**config.mk**
```make
export PLATFORM = sky130hd
export DESIGN_NAME = gather_phase_ctrl_flat
export DESIGN_NICKNAME = d
export VERILOG_FILES = /design/src/rtl/gather_phase_ctrl_if.sv /design/src/rtl/gather_phase_ctrl.sv /design/src/flat_wrapper.sv
export SDC_FILE = /design/constraint.sdc
export NUM_CORES = 1
export LEC_CHECK = 0
export CORE_UTILIZATION = 38
export CTS_CLUSTER_SIZE = 14
export DETAILED_ROUTE_END_ITERATION = 16
export PLACE_DENSITY = 0.78
export SYNTH_ARGS = -nofsm -noshare
export SYNTH_HDL_FRONTEND = slang
export SYNTH_SLANG_ARGS = --single-unit
```
**constraint.sdc**
```tcl
create_clock -name clk -period 2.2 [get_ports clk]
set_clock_uncertainty 0.15 [all_clocks]
set_input_delay 0.33 -clock clk [delete_from_list [all_inputs] [get_ports clk]]
set_output_delay 0.33 -clock clk [all_outputs]
set_load 0.05 [all_outputs]
```
**src/rtl/gather_phase_ctrl_if.sv**
```systemverilog
// Router local-port bundle between a gather controller (master) and its mesh router (slave).
interface gather_phase_ctrl_if;
  logic        pesi;
  logic [63:0] pedi;
  logic        peri;
  logic        pero;
  logic [63:0] pedo;
  logic        peso;

  modport master (output pesi, pedi, pero, input peri, pedo, peso);
  modport slave  (input pesi, pedi, pero, output peri, pedo, peso);
endinterface

```
**src/rtl/gather_phase_ctrl.sv**
```systemverilog
// Per-node 16-phase gather scheduler: injects one XY packet to each collector, counts own receipts.
// Optional receive destination check enabled by defining GATHER_RX_CHECK_EN.
module gather_phase_ctrl #(
  parameter int NODE_ID   = 0,
  parameter int PHASE_LEN = 41,
  parameter int NUM_NODES = 16
) (
  input  logic        clk,
  input  logic        reset,
  input  logic        start,
  input  logic [31:0] payload_in,
  output logic        busy,
  output logic        done,
  output logic [3:0]  phase,
  output logic [4:0]  rx_count,
  output logic        rx_err,
  gather_phase_ctrl_if.master local_port
);

  localparam int              TW         = $clog2(PHASE_LEN);
  localparam logic [TW-1:0]   LAST_T     = TW'(PHASE_LEN - 1);
  localparam logic [3:0]      ME         = 4'(NODE_ID);
  localparam logic [3:0]      LAST_PHASE = 4'(NUM_NODES - 1);
  localparam logic [1:0]      SRC_X      = ME[1:0];
  localparam logic [1:0]      SRC_Y      = ME[3:2];

  typedef enum logic [2:0] {S_IDLE, S_PHASE, S_INJECT, S_HOLD, S_DONE} state_t;

  state_t        state;
  logic [TW-1:0] timer;

  // Header fields are derived from the collector id (the phase number) and this node's position.
  function automatic logic [63:0] build_pkt(input logic [3:0] p, input logic [31:0] pl);
    logic [1:0] dx, dy, hx, hy;
    logic       gx, gy;
    dx = p[1:0];
    dy = p[3:2];
    gx = dx > SRC_X;
    gy = dy > SRC_Y;
    hx = gx ? dx - SRC_X : SRC_X - dx;
    hy = gy ? dy - SRC_Y : SRC_Y - dy;
    return {1'b0, gx, gy, 5'b0, 2'b0, hx, 2'b0, hy, 6'b0, SRC_X, 6'b0, SRC_Y, pl};
  endfunction

  always_ff @(posedge clk or posedge reset) begin
    if (reset) begin
      state           <= S_IDLE;
      busy            <= 1'b0;
      done            <= 1'b0;
      phase           <= 4'd0;
      timer           <= '0;
      rx_count        <= 5'd0;
      local_port.pesi <= 1'b0;
      local_port.pedi <= 64'd0;
      local_port.pero <= 1'b0;
    end else begin
      done <= 1'b0;
      if (local_port.peso && local_port.pero && rx_count != 5'd31)
        rx_count <= rx_count + 5'd1;

      case (state)
        S_IDLE: begin
          if (start) begin
            state           <= S_PHASE;
            phase           <= 4'd0;
            busy            <= 1'b1;
            rx_count        <= 5'd0;
            local_port.pero <= (ME == 4'd0);
          end
        end
        S_PHASE: begin
          timer <= '0;
          if (phase != ME) begin
            state           <= S_INJECT;
            local_port.pesi <= 1'b1;
            local_port.pedi <= build_pkt(phase, payload_in);
          end else begin
            state <= S_HOLD;
          end
        end
        S_INJECT: begin
          // The phase timer keeps running while the router stalls the injection.
          if (timer != LAST_T) timer <= timer + 1'b1;
          if (local_port.peri) begin
            local_port.pesi <= 1'b0;
            state           <= S_HOLD;
          end
        end
        S_HOLD: begin
          if (timer != LAST_T) begin
            timer <= timer + 1'b1;
          end else if (phase == LAST_PHASE) begin
            state           <= S_DONE;
            busy            <= 1'b0;
            done            <= 1'b1;
            local_port.pero <= 1'b0;
          end else begin
            state           <= S_PHASE;
            phase           <= phase + 4'd1;
            local_port.pero <= (phase + 4'd1 == ME);
          end
        end
        S_DONE: begin
          state <= S_IDLE;
        end
        default: state <= S_IDLE;
      endcase
    end
  end

  logic unused_pedo;
  assign unused_pedo = ^local_port.pedo;

`ifdef GATHER_RX_CHECK_EN
  logic [7:0] chk_dx, chk_dy;
  logic       chk_bad;

  // Reconstruct the destination the sender aimed at from its source and hop fields.
  always_comb begin
    chk_dx  = local_port.pedo[62] ? local_port.pedo[47:40] + {4'b0, local_port.pedo[55:52]}
                                  : local_port.pedo[47:40] - {4'b0, local_port.pedo[55:52]};
    chk_dy  = local_port.pedo[61] ? local_port.pedo[39:32] + {4'b0, local_port.pedo[51:48]}
                                  : local_port.pedo[39:32] - {4'b0, local_port.pedo[51:48]};
    chk_bad = local_port.pedo[63] || (({chk_dy, 2'b00} + {2'b00, chk_dx}) != 10'(NODE_ID));
  end

  always_ff @(posedge clk or posedge reset) begin
    if (reset)
      rx_err <= 1'b0;
    else if (state == S_IDLE && start)
      rx_err <= 1'b0;
    else if (local_port.peso && local_port.pero && chk_bad)
      rx_err <= 1'b1;
  end
`else
  assign rx_err = 1'b0;
`endif

endmodule
```
**src/flat_wrapper.sv**
```systemverilog
// flat-port wrapper written by rule: the top's interface ports become plain ports
module gather_phase_ctrl_flat 
#(
  parameter int NODE_ID   = 0,
  parameter int PHASE_LEN = 41,
  parameter int NUM_NODES = 16
)
  (clk, reset, start, payload_in, busy, done, phase, rx_count, rx_err, local_port_pesi, local_port_pedi, local_port_pero, local_port_peri, local_port_pedo, local_port_peso);
  gather_phase_ctrl_if local_port_i ();
  input  logic clk;
  input  logic reset;
  input  logic start;
  input  logic [31:0] payload_in;
  output logic busy;
  output logic done;
  output logic [3:0] phase;
  output logic [4:0] rx_count;
  output logic rx_err;
  output wire logic [$bits(local_port_i.pesi)-1:0] local_port_pesi;
  output wire logic [$bits(local_port_i.pedi)-1:0] local_port_pedi;
  output wire logic [$bits(local_port_i.pero)-1:0] local_port_pero;
  input wire logic [$bits(local_port_i.peri)-1:0] local_port_peri;
  input wire logic [$bits(local_port_i.pedo)-1:0] local_port_pedo;
  input wire logic [$bits(local_port_i.peso)-1:0] local_port_peso;
  assign local_port_pesi = local_port_i.pesi;
  assign local_port_pedi = local_port_i.pedi;
  assign local_port_pero = local_port_i.pero;
  assign local_port_i.peri = local_port_peri;
  assign local_port_i.pedo = local_port_pedo;
  assign local_port_i.peso = local_port_peso;
  gather_phase_ctrl #(.NODE_ID(NODE_ID), .PHASE_LEN(PHASE_LEN), .NUM_NODES(NUM_NODES)) u_core (.clk(clk), .reset(reset), .start(start), .payload_in(payload_in), .busy(busy), .done(done), .phase(phase), .rx_count(rx_count), .rx_err(rx_err), .local_port(local_port_i));
endmodule
```
==> results by group, run 1 <==
Critical path
  • CP delay by family, top: buffers and inverters
  • Worst path cell trace: clkdlybuf4s50_1
  • Critical Path Slowest Stage Cell: sky130_fd_sc_hd__clkdlybuf4s50_1
  • Crit. End Element: output pin
  • Max incr delay on CP: 0.82 ns
  • Data arrival time of the worst path: 1.56 ns
  • Kind of critical path: reg -> out
  • Worst-path fanout max: 4
  • CP bufs+invs: 1
  • Required time at the endpoint of the critical path: 1.72 ns
  • Worst setup SP type: register

Layout
  • Share of final-layout standard cells stronger than drive strength 1: between 10% and 20%
  • Inserted Diodes: 0
  • Count of fill cells added during filler insertion: 670
  • Signed area change from the synthesized netlist to the final layout: 37.5%
  • Number of nets at the end of the flow: approximately 460

Clocking
  • Clock transition time at the flip-flop clock pins of the worst setup and hold paths: 0.07 ns
  • Post-CTS Setup Bufs: 0
  • Total clock sinks: 60
  • Root buffer cell: sky130_fd_sc_hd__clkbuf_8
  • Clk_lat worst skew: between 0.3 and 0.4 ns
  • Max Root-Sink Buffers: 2
  • Maximum level of the CTS H-tree: 3
  • TritonCTS clock tree: built
  • Num CTS Buffers: 9

Synth
  • Netlist cell types: 42
  • Primary flip-flop cell chosen by synthesis mapping: sky130_fd_sc_hd__dfrtp_1
  • Post-synth EDFFs: 0
  • Yosys top cell area share: 49.8%
  • Fraction of the yosys area taken by sequential cells: 49.8%
  • Ranking of synthesized cells by area: sky130_fd_sc_hd__dfrtp_1 50%, sky130_fd_sc_hd__mux2_4 16%, sky130_fd_sc_hd__buf_4 7.0%, sky130_fd_sc_hd__ha_1 3.7%, sky130_fd_sc_hd__o21ai_0 2.7%
  • Library cell occupying the most area in the post-synthesis netlist: sky130_fd_sc_hd__dfrtp_1
  • Synthesized area per cell: about 12 sq um
  • Yosys reg bits: 60
  • Post-Syn Instances: around 250
  • Async SR Flop Fraction: 100%
  • Post-synthesis cell area: 3020 sq um
  • Total number of yosys warnings: 0

Worst hold path
  • Type of the tightest min-delay check: in -> async

Global routing
  • Grt total ovfl: 0
  • Global-route wire length before repair: 10.1 mm
  • Vias in the first global route: between 2000 and 2500
  • Number of antenna violations at the first check in global routing: 0
  • Global-route usage over all layers: 15.7%
  • Pin count of the biggest net entering global routing: 61

Route
  • DRC errors left: 0
  • Final antenna-violating net count: 0
  • Total via count after detailed routing: 2066
  • DRT Pass-1 Iters: 4
  • Wire length reported by the detailed router: 6.13 mm
  • DRC violation total after the first TritonRoute iteration: 43
  • Wire length per cell after detailed routing: 13.6 um
  • Vias per Instance: 4.57

Die
  • Die X: 91.1 um
  • Starting density of the core: 39.2%
  • Count of boundary I/O pins: 179
  • Die Outline Area: 8300 sq um
  • Core region area: 7690 sq um
  • Row cnt: 32
  • Die outline height: 91.1 um

STA
  • Slew at the pin with the worst max-slew slack: 0.538 ns
  • Maximum clock frequency: 489 MHz
  • Slew Limit Fails: 0
  • RSZ-0062 raised after global routing: no
  • Slew HR: roughly 64%
  • Setup violators final: 0
  • Shortest clock period the worst path allows after layout: 2.04 ns
  • Final critical-path share of the clock period: 92.9%
  • Total negative setup slack: 0 ns
  • Final worst hold slack: around 0.21 ns
  • Final Hold Violating Endpoints: 0

Power
  • Largest voltage drop on the vdd net: 0.832 mV
  • Cell leakage power: 1.99 nW
  • Power density of the placed cells: 1710 nW/um^2
  • Design Power: 7.10 mW

Place
  • Final weighted congestion in routability-driven placement: approximately 0.81
  • Sum of net half-perimeters after detailed placement: 4.33 mm
  • PortBufs: slightly below 90

Flow run
  • Number of violations of the max-capacitance limit: 0

Status
  • Run status: completed
-- stage by stage --
stage / utilization (%) / setup WS (ns) / instance area, sq um / std cells
2_1_floorplan: - / 0.0796 / 3120 / 274
3_3_place_gp: 51.1 / 0.277 / 3930 / 437
3_5_place_dp: 51.1 / 0.274 / 3930 / 437
4_1_cts: 53.9 / 0.0141 / 4140 / 452
5_1_grt: 54.0 / 0.115 / 4150 / 452
6_report: 54.0 / 0.156 / 4150 / 452
-- power breakdown --
part | internal [mW] | switching (mW)
Clock | 0.642 | 0.409
Sequential | 1.63 | 0.374
Combinational | 1.56 | 2.48
Total | 3.83 | 3.27
-- final cells by class --
class                      instances  area [sq um]  share of cell area (%)
clock inverter                     1          30.0                   0.724
multi-input combinational        168          1290                    31.1
clock buffer                      14           183                    4.40
inverter                          10          37.5                   0.905
sequential                        60          1500                    36.3
tap                              102           128                    3.08
timing repair buffer              97           976                    23.5
-- flip-flops by register name, summed over array words and instances (netlist names) --
register / cells
u_core.timer: 6
u_core.busy: 1
u_core.local_port.pero: 1
u_core.rx_count: 5
u_core.phase: 4
u_core.state: 3
u_core.local_port.pedi: 38
u_core.local_port.pesi: 1
u_core.done: 1
-- layer usage --
metal | GRT usage, % | vias up | part of all wire, %
li1 | - | 992 | -
met1 | 19.5 | 987 | 47
met2 | 24.9 | 75 | 46
met3 | 4.19 | 12 | 5.3
met4 | 8.20 | 0 | 2.1
met5 | 0 | - | 0
-- worst paths after layout --
path	startpoint	endpoint	slack (ns)	cells past startpoint
worst min register to register	u_core.local_port.pedi[53]$_DFFE_PP0P_	u_core.local_port.pedi[53]$_DFFE_PP0P_	0.33	2
max in group asynchronous	reset	u_core.rx_count[1]$_DFF_PP0_	1.40	3
worst max register to register	u_core.rx_count[0]$_DFF_PP0_	u_core.rx_count[3]$_DFF_PP0_	0.25	7
worst max-delay path	u_core.rx_count[2]$_DFF_PP0_	rx_count[2]	0.16	1
worst min-delay path	reset	u_core.local_port.pedi[11]$_DFFE_PP0P_	0.21	3
min in group clk	u_core.local_port.pedi[53]$_DFFE_PP0P_	u_core.local_port.pedi[53]$_DFFE_PP0P_	0.33	2
-- what timing repair did --
action | 4_1_cts | 5_1_grt
gates resized for setup | 0 | 3
setup endpoints to repair | 0 | 3
hold buffers | 0 | 0
-- layout by cell type (no fill, tap or decap), drive strengths merged, types with 2 or more instances in the layout --
cell type,netlist,routed
clkdlybuf4s50,0,83
nor2b,2,2
dfrtp,60,60
mux2,32,32
dlymetal6s2s,0,3
nor3,3,3
nand3,6,6
nand4,4,4
nand4b,2,2
buf,33,11
nor2,13,13
xor2,5,5
and3,2,2
clkbuf,3,14
o21ai,17,17
ha,9,9
mux2i,5,5
nand2,19,19
conb,1,27
inv,10,10
a21oi,5,5
-- Yosys cell counts (2+ instances only) --
cell / n
sky130_fd_sc_hd__dfrtp_1: 60
sky130_fd_sc_hd__mux2_4: 32
sky130_fd_sc_hd__buf_4: 28
sky130_fd_sc_hd__nand2_1: 18
sky130_fd_sc_hd__o21ai_0: 16
sky130_fd_sc_hd__nor2_1: 13
sky130_fd_sc_hd__inv_1: 10
sky130_fd_sc_hd__ha_1: 9
sky130_fd_sc_hd__nand3_1: 6
sky130_fd_sc_hd__a21oi_1: 5
sky130_fd_sc_hd__mux2i_1: 5
sky130_fd_sc_hd__xor2_1: 5
sky130_fd_sc_hd__buf_6: 3
sky130_fd_sc_hd__nand4_1: 3
sky130_fd_sc_hd__nor3_1: 3
sky130_fd_sc_hd__and3_1: 2
sky130_fd_sc_hd__buf_2: 2
sky130_fd_sc_hd__clkbuf_8: 2
sky130_fd_sc_hd__nand4b_1: 2
sky130_fd_sc_hd__nor2b_1: 2
-- logic make-up after synthesis --
group,count (synthesis),share of synthesized area (%)
other,1,0.124
XOR/XNOR,6,1.74
adder cells (fa/ha/maj),9,3.73
AND/OR/NAND/NOR,60,10.9
buffers and inverters,46,10.7
flip-flops,60,49.8
multiplexers,37,17.6
AO/OA/AOI/OAI,29,5.43
No activity file was read; power rests on OpenSTA's default activity.
==> inputs of run 2 (changes only) <==
==> constraint.sdc (replaced) <==
create_clock -name clk -period 2.2 [get_ports clk]
set_clock_uncertainty 0.15 [all_clocks]
set_input_delay 0.66 -clock clk [delete_from_list [all_inputs] [get_ports clk]]
set_output_delay 0.66 -clock clk [all_outputs]
set_load 0.05 [all_outputs]
==> run 2 against run 1 <==
Via count grew 1.5%. Register-to-register slack lost 0.03 ns. Routed wire length shrank 1.5%. Largest cell class unchanged.
==> results by group, run 2 (synthesis results as in run 1) <==
Layout
  • Leading cell type in the layout, fill and taps excluded: sky130_fd_sc_hd__dfrtp_1 (was sky130_fd_sc_hd__clkdlybuf4s50_1)
  • Most flop-heavy register: u_core.local_port.pedi (unchanged)
  • Share of final-layout standard cells stronger than drive strength 1: 32.4% (was 18.0%)
  • Inserted Diodes: 0 (unchanged)
  • Most frequent cells in the layout: 58 x sky130_fd_sc_hd__dfrtp_1, 55 x sky130_fd_sc_hd__buf_4, 36 x sky130_fd_sc_hd__clkdlybuf4s50_1, 32 x sky130_fd_sc_hd__mux2_4, 27 x sky130_fd_sc_hd__conb_1 (was 83 x sky130_fd_sc_hd__clkdlybuf4s50_1, 58 x sky130_fd_sc_hd__dfrtp_1, 32 x sky130_fd_sc_hd__mux2_4, 27 x sky130_fd_sc_hd__conb_1, 18 x sky130_fd_sc_hd__nand2_1)
  • Max reg flops: 38 (unchanged)
  • Count of fill cells added during filler insertion: 684 (was 670)
  • Finished Layout Cells: 454 (was 452)
  • Top flop regs: u_core.local_port.pedi x38, u_core.timer x6, u_core.rx_count x5 (unchanged)
  • Number of nets at the end of the flow: 457 (was 456)
  • Signed area change from the synthesized netlist to the final layout: 34.6% (was 37.5%)

Flow run
  • Number of violations of the max-capacitance limit: 0 (unchanged)

Clocking
  • Post_cts resized: 0 (unchanged)
  • Clk_lat worst skew: 0.33 ns (about the same)
  • CTS hold repair buffers: 0 (unchanged)
  • Total clock sinks: 60 (unchanged)
  • Num CTS Buffers: 9 (unchanged)
  • TritonCTS clock tree: built (unchanged)
  • Max Root-Sink Buffers: 2 (unchanged)
  • Maximum level of the CTS H-tree: 3 (unchanged)
  • Root buffer cell: sky130_fd_sc_hd__clkbuf_8 (unchanged)
  • Clock transition time at the flip-flop clock pins of the worst setup and hold paths: 0.07 ns (about the same)
  • Post-CTS Setup Bufs: 0 (unchanged)

Power
  • Design Power: 6.96 mW (was 7.10 mW)
  • Cell leakage power: 2.03 nW (was 1.99 nW)
  • Largest voltage drop on the vdd net: 0.619 mV (was 0.832 mV)
  • Power density of the placed cells: 1710 nW/um^2 (about the same)

Place
  • PortBufs: 87 (unchanged)
  • Placed cell count: 438 (was 437)
  • Final weighted congestion in routability-driven placement: 0.818 (was 0.805)
  • Sum of net half-perimeters after detailed placement: 4.40 mm (was 4.33 mm)

STA
  • Final worst hold slack: 0.335 ns (was 0.211 ns)
  • Final Hold Violating Endpoints: 0 (unchanged)
  • Final critical-path share of the clock period: 90.2% (was 92.9%)
  • Setup violators final: 0 (unchanged)
  • Shortest clock period the worst path allows after layout: 1.98 ns (was 2.04 ns)
  • RSZ-0062 raised after global routing: no (unchanged)
  • Maximum clock frequency: 504 MHz (was 489 MHz)
  • Total negative setup slack: 0 ns (unchanged)
  • Slew Limit Fails: 0 (unchanged)

Worst hold path
  • Launch instance of the worst min-delay path: u_core.local_port.pedi[48]$_DFFE_PP0P_
  • Worst Hold End: u_core.local_port.pedi[48]$_DFFE_PP0P_
  • Type of the tightest min-delay check: reg -> reg (was in -> async)
  • WHS Path Cells: 2

Status
  • Run status: completed (unchanged)

Critical path
  • Worst setup SP type: register (unchanged)
  • Critical Path Slowest Stage Cell: sky130_fd_sc_hd__dfrtp_2 (was sky130_fd_sc_hd__clkdlybuf4s50_1)
  • Max incr delay on CP: 0.43 ns (was 0.82 ns)
  • CP delay by family, top: simple AND/OR/NAND/NOR gates (was buffers and inverters)
  • Data arrival time of the worst path: 2.06 ns (was 1.56 ns)
  • Register-to-Register Setup Slack: 0.22 ns (was 0.25 ns)
  • Kind of critical path: reg -> reg (was reg -> out)
  • Crit. End Element: register (was output pin)
  • CP bufs+invs: 0 (was 1)
  • Worst-path fanout max: 6 (was 4)
  • Worst Reg-to-Reg Cells: 7 (unchanged)
  • Most common cell type on the critical path: sky130_fd_sc_hd__ha_1
  • Required time at the endpoint of the critical path: 2.27 ns (was 1.72 ns)
  • Critical register-to-register path startpoint: u_core.rx_count[0]$_DFF_PP0_ (unchanged)
  • Worst flop-to-flop path endpoint: u_core.rx_count[3]$_DFF_PP0_ (unchanged)
  • Worst path cell trace: ha_1 -> and3_1 -> ha_1 -> and3b_1 -> nand4_1 -> xor2_1 -> nor2_1 (was clkdlybuf4s50_1)

Die
  • Die X: 91.1 um (unchanged)
  • Core region area: 7690 sq um (unchanged)
  • Die outline height: 91.1 um (unchanged)
  • Row cnt: 32 (unchanged)
  • Die Outline Area: 8300 sq um (unchanged)
  • Starting density of the core: 39.2% (unchanged)
  • Count of boundary I/O pins: 179 (unchanged)

Route
  • Wire length reported by the detailed router: 6.04 mm (was 6.13 mm)
  • Total via count after detailed routing: 2097 (was 2066)
  • DRC violation total after the first TritonRoute iteration: 68 (was 43)
  • Final antenna-violating net count: 0 (unchanged)
  • DRC errors left: 0 (unchanged)
  • Wire length per cell after detailed routing: 13.3 um (was 13.6 um)
  • DRT Pass-1 Iters: 4 (unchanged)
  • Vias per Instance: 4.62 (was 4.57)

Global routing
  • Global-route wire length before repair: 9.71 mm (was 10.1 mm)
  • Grt total ovfl: 0 (unchanged)
  • Pin count of the biggest net entering global routing: 41 (was 61)
  • Number of antenna violations at the first check in global routing: 0 (unchanged)
  • Global-route usage over all layers: 15.2% (was 15.7%)
  • Vias in the first global route: 2038 (was 2074)
[run 2: final cells by class]
cell class / count / area (sq um) / area share, %
well taps: 102 / 128 / 3.14
multi-input cells: 168 / 1290 / 31.8
inverters: 10 / 41.3 / 1.02
repair buffers: 98 / 913 / 22.5
clock buffers: 11 / 131 / 3.24
flip-flops and latches: 60 / 1500 / 37.0
clock inverters: 5 / 52.6 / 1.29
[run 2: metal layers]
metal	track usage (%)	part of all wire, %
met4	8.47	1.9
met5	0	0
met1	19.0	45
met3	3.35	5.0
met2	24.2	48
[run 2: stage by stage]
stage          util (%)  cell area [sq um]  setup WS (ns)
2_1_floorplan         -               3120         0.0796
3_3_place_gp       50.4               3880          0.151
3_5_place_dp       50.4               3880          0.136
4_1_cts            52.8               4060          0.191
5_1_grt            52.8               4060         0.0691
6_report           52.8               4060          0.217
[run 2: worst min-delay path, cell delays in order (launching register included)]
cell	delay [ns]
sky130_fd_sc_hd__dfrtp_1	0.34
sky130_fd_sc_hd__nand2_1	0.04
sky130_fd_sc_hd__o21ai_0	0.06
[run 2: worst max path at each step]
stage,start,end,slack (ns),cells past startpoint
after floorplan,u_core.rx_count[0]$_DFF_PP0_,u_core.rx_count[3]$_DFF_PP0_,0.08,8
after global placement,start,u_core.local_port.pero$_DFFE_PP0P_,0.15,5
after detailed placement,local_port_peso,u_core.rx_count[3]$_DFF_PP0_,0.14,5
after CTS,u_core.rx_count[0]$_DFF_PP0_,u_core.rx_count[3]$_DFF_PP0_,0.19,7
after global routing,u_core.rx_count[0]$_DFF_PP0_,u_core.rx_count[3]$_DFF_PP0_,0.07,7
final,u_core.rx_count[0]$_DFF_PP0_,u_core.rx_count[3]$_DFF_PP0_,0.22,7
[run 2: report_power, final]
part | total (mW) | switching [mW] | internal (mW)
sequential | 1.99 | 0.358 | 1.63
combinational | 4.04 | 2.53 | 1.50
clock | 0.935 | 0.418 | 0.518
total | 6.96 | 3.31 | 3.65
==> inputs of run 3 (changes only) <==
--- a/config.mk
+++ b/config.mk
@@ -8,7 +8,8 @@
 export CORE_UTILIZATION = 38
 export CTS_CLUSTER_SIZE = 14
 export DETAILED_ROUTE_END_ITERATION = 16
-export PLACE_DENSITY = 0.78
+export PLACE_DENSITY_LB_ADDON = 0.3
+export REMOVE_ABC_BUFFERS = 1
 export SYNTH_ARGS = -nofsm -noshare
 export SYNTH_HDL_FRONTEND = slang
 export SYNTH_SLANG_ARGS = --single-unit
==> run 3 against run 2 <==
Clock power is 6.5% higher. Sequential share of layout area down 0.11 points. Largest cell class unchanged. Critical endpoint unchanged. Register-to-register slack better by 0.02 ns. Cell count is 0.22% lower. Power grew 0.48%. Die area did not move.
==> results by group, run 3 (synthesis results as in run 1) <==
Route
  • DRT Pass-1 Iters: 4 (unchanged)
  • DRC errors left: 0 (unchanged)
  • DRC violation total after the first TritonRoute iteration: 58 (was 68)
  • Vias per Instance: 4.60 (was 4.62)
  • Total via count after detailed routing: 2086 (was 2097)
  • Final antenna-violating net count: 0 (unchanged)
  • Wire length reported by the detailed router: 5.94 mm (was 6.04 mm)
  • Wire length per cell after detailed routing: 13.1 um (was 13.3 um)

Clocking
  • CTS hold repair buffers: 0 (unchanged)
  • Maximum level of the CTS H-tree: 3 (unchanged)
  • Max Root-Sink Buffers: 2 (unchanged)
  • Clk_lat worst skew: 0.33 ns (about the same)
  • TritonCTS clock tree: built (unchanged)
  • Clock transition time at the flip-flop clock pins of the worst setup and hold paths: 0.07 ns (about the same)
  • Post_cts resized: 0 (unchanged)
  • Post-CTS Setup Bufs: 0 (unchanged)
  • Total clock sinks: 60 (unchanged)
  • Num CTS Buffers: 9 (unchanged)
  • Root buffer cell: sky130_fd_sc_hd__clkbuf_8 (unchanged)

Flow run
  • Number of violations of the max-capacitance limit: 0 (unchanged)

Die
  • Core region area: 7690 sq um (unchanged)
  • Die X: 91.1 um (unchanged)
  • Count of boundary I/O pins: 179 (unchanged)
  • Starting density of the core: 39.2% (unchanged)
  • Die Outline Area: 8300 sq um (unchanged)
  • Row cnt: 32 (unchanged)
  • Die outline height: 91.1 um (unchanged)

Layout
  • Count of fill cells added during filler insertion: 701 (was 684)
  • Finished Layout Cells: 453 (was 454)
  • Top flop regs: u_core.local_port.pedi x38, u_core.timer x6, u_core.rx_count x5 (unchanged)
  • Signed area change from the synthesized netlist to the final layout: 34.8% (was 34.6%)
  • Inserted Diodes: 0 (unchanged)
  • Leading cell type in the layout, fill and taps excluded: sky130_fd_sc_hd__dfrtp_1 (unchanged)
  • Final standard cell utilization of the core: 52.9% (was 52.8%)
  • Final standard cell area without fillers: 4070 sq um (was 4060 sq um)
  • Most frequent cells in the layout: 60 x sky130_fd_sc_hd__dfrtp_1, 54 x sky130_fd_sc_hd__buf_4, 36 x sky130_fd_sc_hd__clkdlybuf4s50_1, 32 x sky130_fd_sc_hd__mux2_4, 27 x sky130_fd_sc_hd__conb_1 (was 58 x sky130_fd_sc_hd__dfrtp_1, 55 x sky130_fd_sc_hd__buf_4, 36 x sky130_fd_sc_hd__clkdlybuf4s50_1, 32 x sky130_fd_sc_hd__mux2_4, 27 x sky130_fd_sc_hd__conb_1)
  • Share of final-layout standard cells stronger than drive strength 1: 31.9% (was 32.4%)
  • Max reg flops: 38 (unchanged)
  • Number of nets at the end of the flow: 456 (was 457)
  • Most flop-heavy register: u_core.local_port.pedi (unchanged)

Power
  • Share of total power in combinational logic: 57.4% (was 58.0%)
  • Fraction of power consumed by the clock network: 14.2% (was 13.4%)
  • Net Sw Power: 3.29 mW (was 3.31 mW)
  • Power density of the placed cells: 1720 nW/um^2 (was 1710 nW/um^2)
  • Design Power: 7.00 mW (was 6.96 mW)
  • Largest voltage drop on the vdd net: 0.607 mV (was 0.619 mV)
  • Internal power: 3.71 mW (was 3.65 mW)
  • Switching Fraction: 47.0% (was 47.5%)
  • Sequential cell fraction of total power: 28.4% (was 28.6%)
  • Cell leakage power: 2.04 nW (was 2.03 nW)

Global routing
  • Global-route wire length before repair: 9.75 mm (was 9.71 mm)
  • Pin count of the biggest net entering global routing: 41 (unchanged)
  • Global-route usage over all layers: 15.0% (was 15.2%)
  • Number of antenna violations at the first check in global routing: 0 (unchanged)
  • Grt total ovfl: 0 (unchanged)
  • Vias in the first global route: 2014 (was 2038)

Worst hold path
  • Type of the tightest min-delay check: reg -> reg (unchanged)

STA
  • Final Hold Violating Endpoints: 0 (unchanged)
  • Slew Limit Fails: 0 (unchanged)
  • Final worst hold slack: 0.334 ns (was 0.335 ns)
  • Shortest clock period the worst path allows after layout: 1.96 ns (was 1.98 ns)
  • Total negative setup slack: 0 ns (unchanged)
  • RSZ-0062 raised after global routing: no (unchanged)
  • Setup violators final: 0 (unchanged)
  • Final critical-path share of the clock period: 89.2% (was 90.2%)
  • Maximum clock frequency: 510 MHz (was 504 MHz)
  • Worst setup slack after layout: 0.238 ns (was 0.217 ns)

Place
  • Placed cell count: 437 (was 438)
  • Final weighted congestion in routability-driven placement: 0.767 (was 0.818)
  • Post-Place Cell Area: 3860 sq um (was 3880 sq um)
  • PortBufs: 87 (unchanged)
  • Worst slack after detailed placement: 0.177 ns (was 0.136 ns)
  • Sum of net half-perimeters after detailed placement: 4.21 mm (was 4.40 mm)

Critical path
  • Worst-path fanout max: 6 (unchanged)
  • Setup crit start: u_core.rx_count[0]$_DFF_PP0_ (unchanged)
  • Crit path to: u_core.rx_count[3]$_DFF_PP0_ (unchanged)
  • Critical register-to-register path startpoint: u_core.rx_count[0]$_DFF_PP0_ (unchanged)
  • Data arrival time of the worst path: 2.04 ns (was 2.06 ns)
  • Worst Reg-to-Reg Cells: 7 (unchanged)
  • Worst setup SP type: register (unchanged)
  • Required time at the endpoint of the critical path: 2.27 ns (about the same)
  • Crit. End Element: register (unchanged)
  • Register-to-Register Setup Slack: 0.24 ns (was 0.22 ns)
  • Kind of critical path: reg -> reg (unchanged)
  • Worst flop-to-flop path endpoint: u_core.rx_count[3]$_DFF_PP0_ (unchanged)

Status
  • Run status: completed (unchanged)
==> run 3: worst min path at each step <==
stage	start	to	slack [ns]	cells after the start
2_1_floorplan	u_core.timer[0]$_DFFE_PP0P_	u_core.timer[0]$_DFFE_PP0P_	0.34	1
3_3_place_gp	u_core.local_port.pedi[52]$_DFFE_PP0P_	u_core.local_port.pedi[52]$_DFFE_PP0P_	0.31	2
3_5_place_dp	u_core.local_port.pedi[48]$_DFFE_PP0P_	u_core.local_port.pedi[48]$_DFFE_PP0P_	0.32	2
4_1_cts	u_core.local_port.pedi[48]$_DFFE_PP0P_	u_core.local_port.pedi[48]$_DFFE_PP0P_	0.34	2
5_1_grt	u_core.local_port.pedi[53]$_DFFE_PP0P_	u_core.local_port.pedi[53]$_DFFE_PP0P_	0.36	2
6_report	u_core.local_port.pedi[48]$_DFFE_PP0P_	u_core.local_port.pedi[48]$_DFFE_PP0P_	0.33	2
==> run 3: final cells by class <==
cell class	count	area [sq um]	share of cell area (%)
flip-flops and latches	60	1500	36.9
multi-input cells	168	1290	31.7
repair buffers	97	906	22.3
clock buffers	12	155	3.82
well taps	102	128	3.14
clock inverters	4	47.5	1.17
inverters	10	37.5	0.923
==> run 3: power groups by stage <==
stage	Combinational (mW)	Clock, mW	Sequential, mW
finish	4.02	0.996	1.98
global route	4.24	1.09	2.06
CTS	4.05	1.03	1.99
detailed placement	4.04	0	2.00
global placement	4.01	0	1.97
floorplan	1.13	0	3.62
==> run 3: per-layer routing <==
layer	part of all wire [%]	GRT usage, %	vias to the layer above
met5	0	0	-
met4	1.2	5.16	0
met3	7.3	4.94	7
met2	43	22.5	93
met1	48	20.4	993
li1	-	-	993
==> run 3: critical path, cell delays in order (launching register included) <==
cell                      delay (ns)
sky130_fd_sc_hd__dfrtp_1        0.43
sky130_fd_sc_hd__ha_1           0.23
sky130_fd_sc_hd__and3_1         0.18
sky130_fd_sc_hd__ha_1           0.17
sky130_fd_sc_hd__and3b_1        0.34
sky130_fd_sc_hd__nand4_1        0.15
sky130_fd_sc_hd__xor2_1         0.16
sky130_fd_sc_hd__nor2_1         0.05
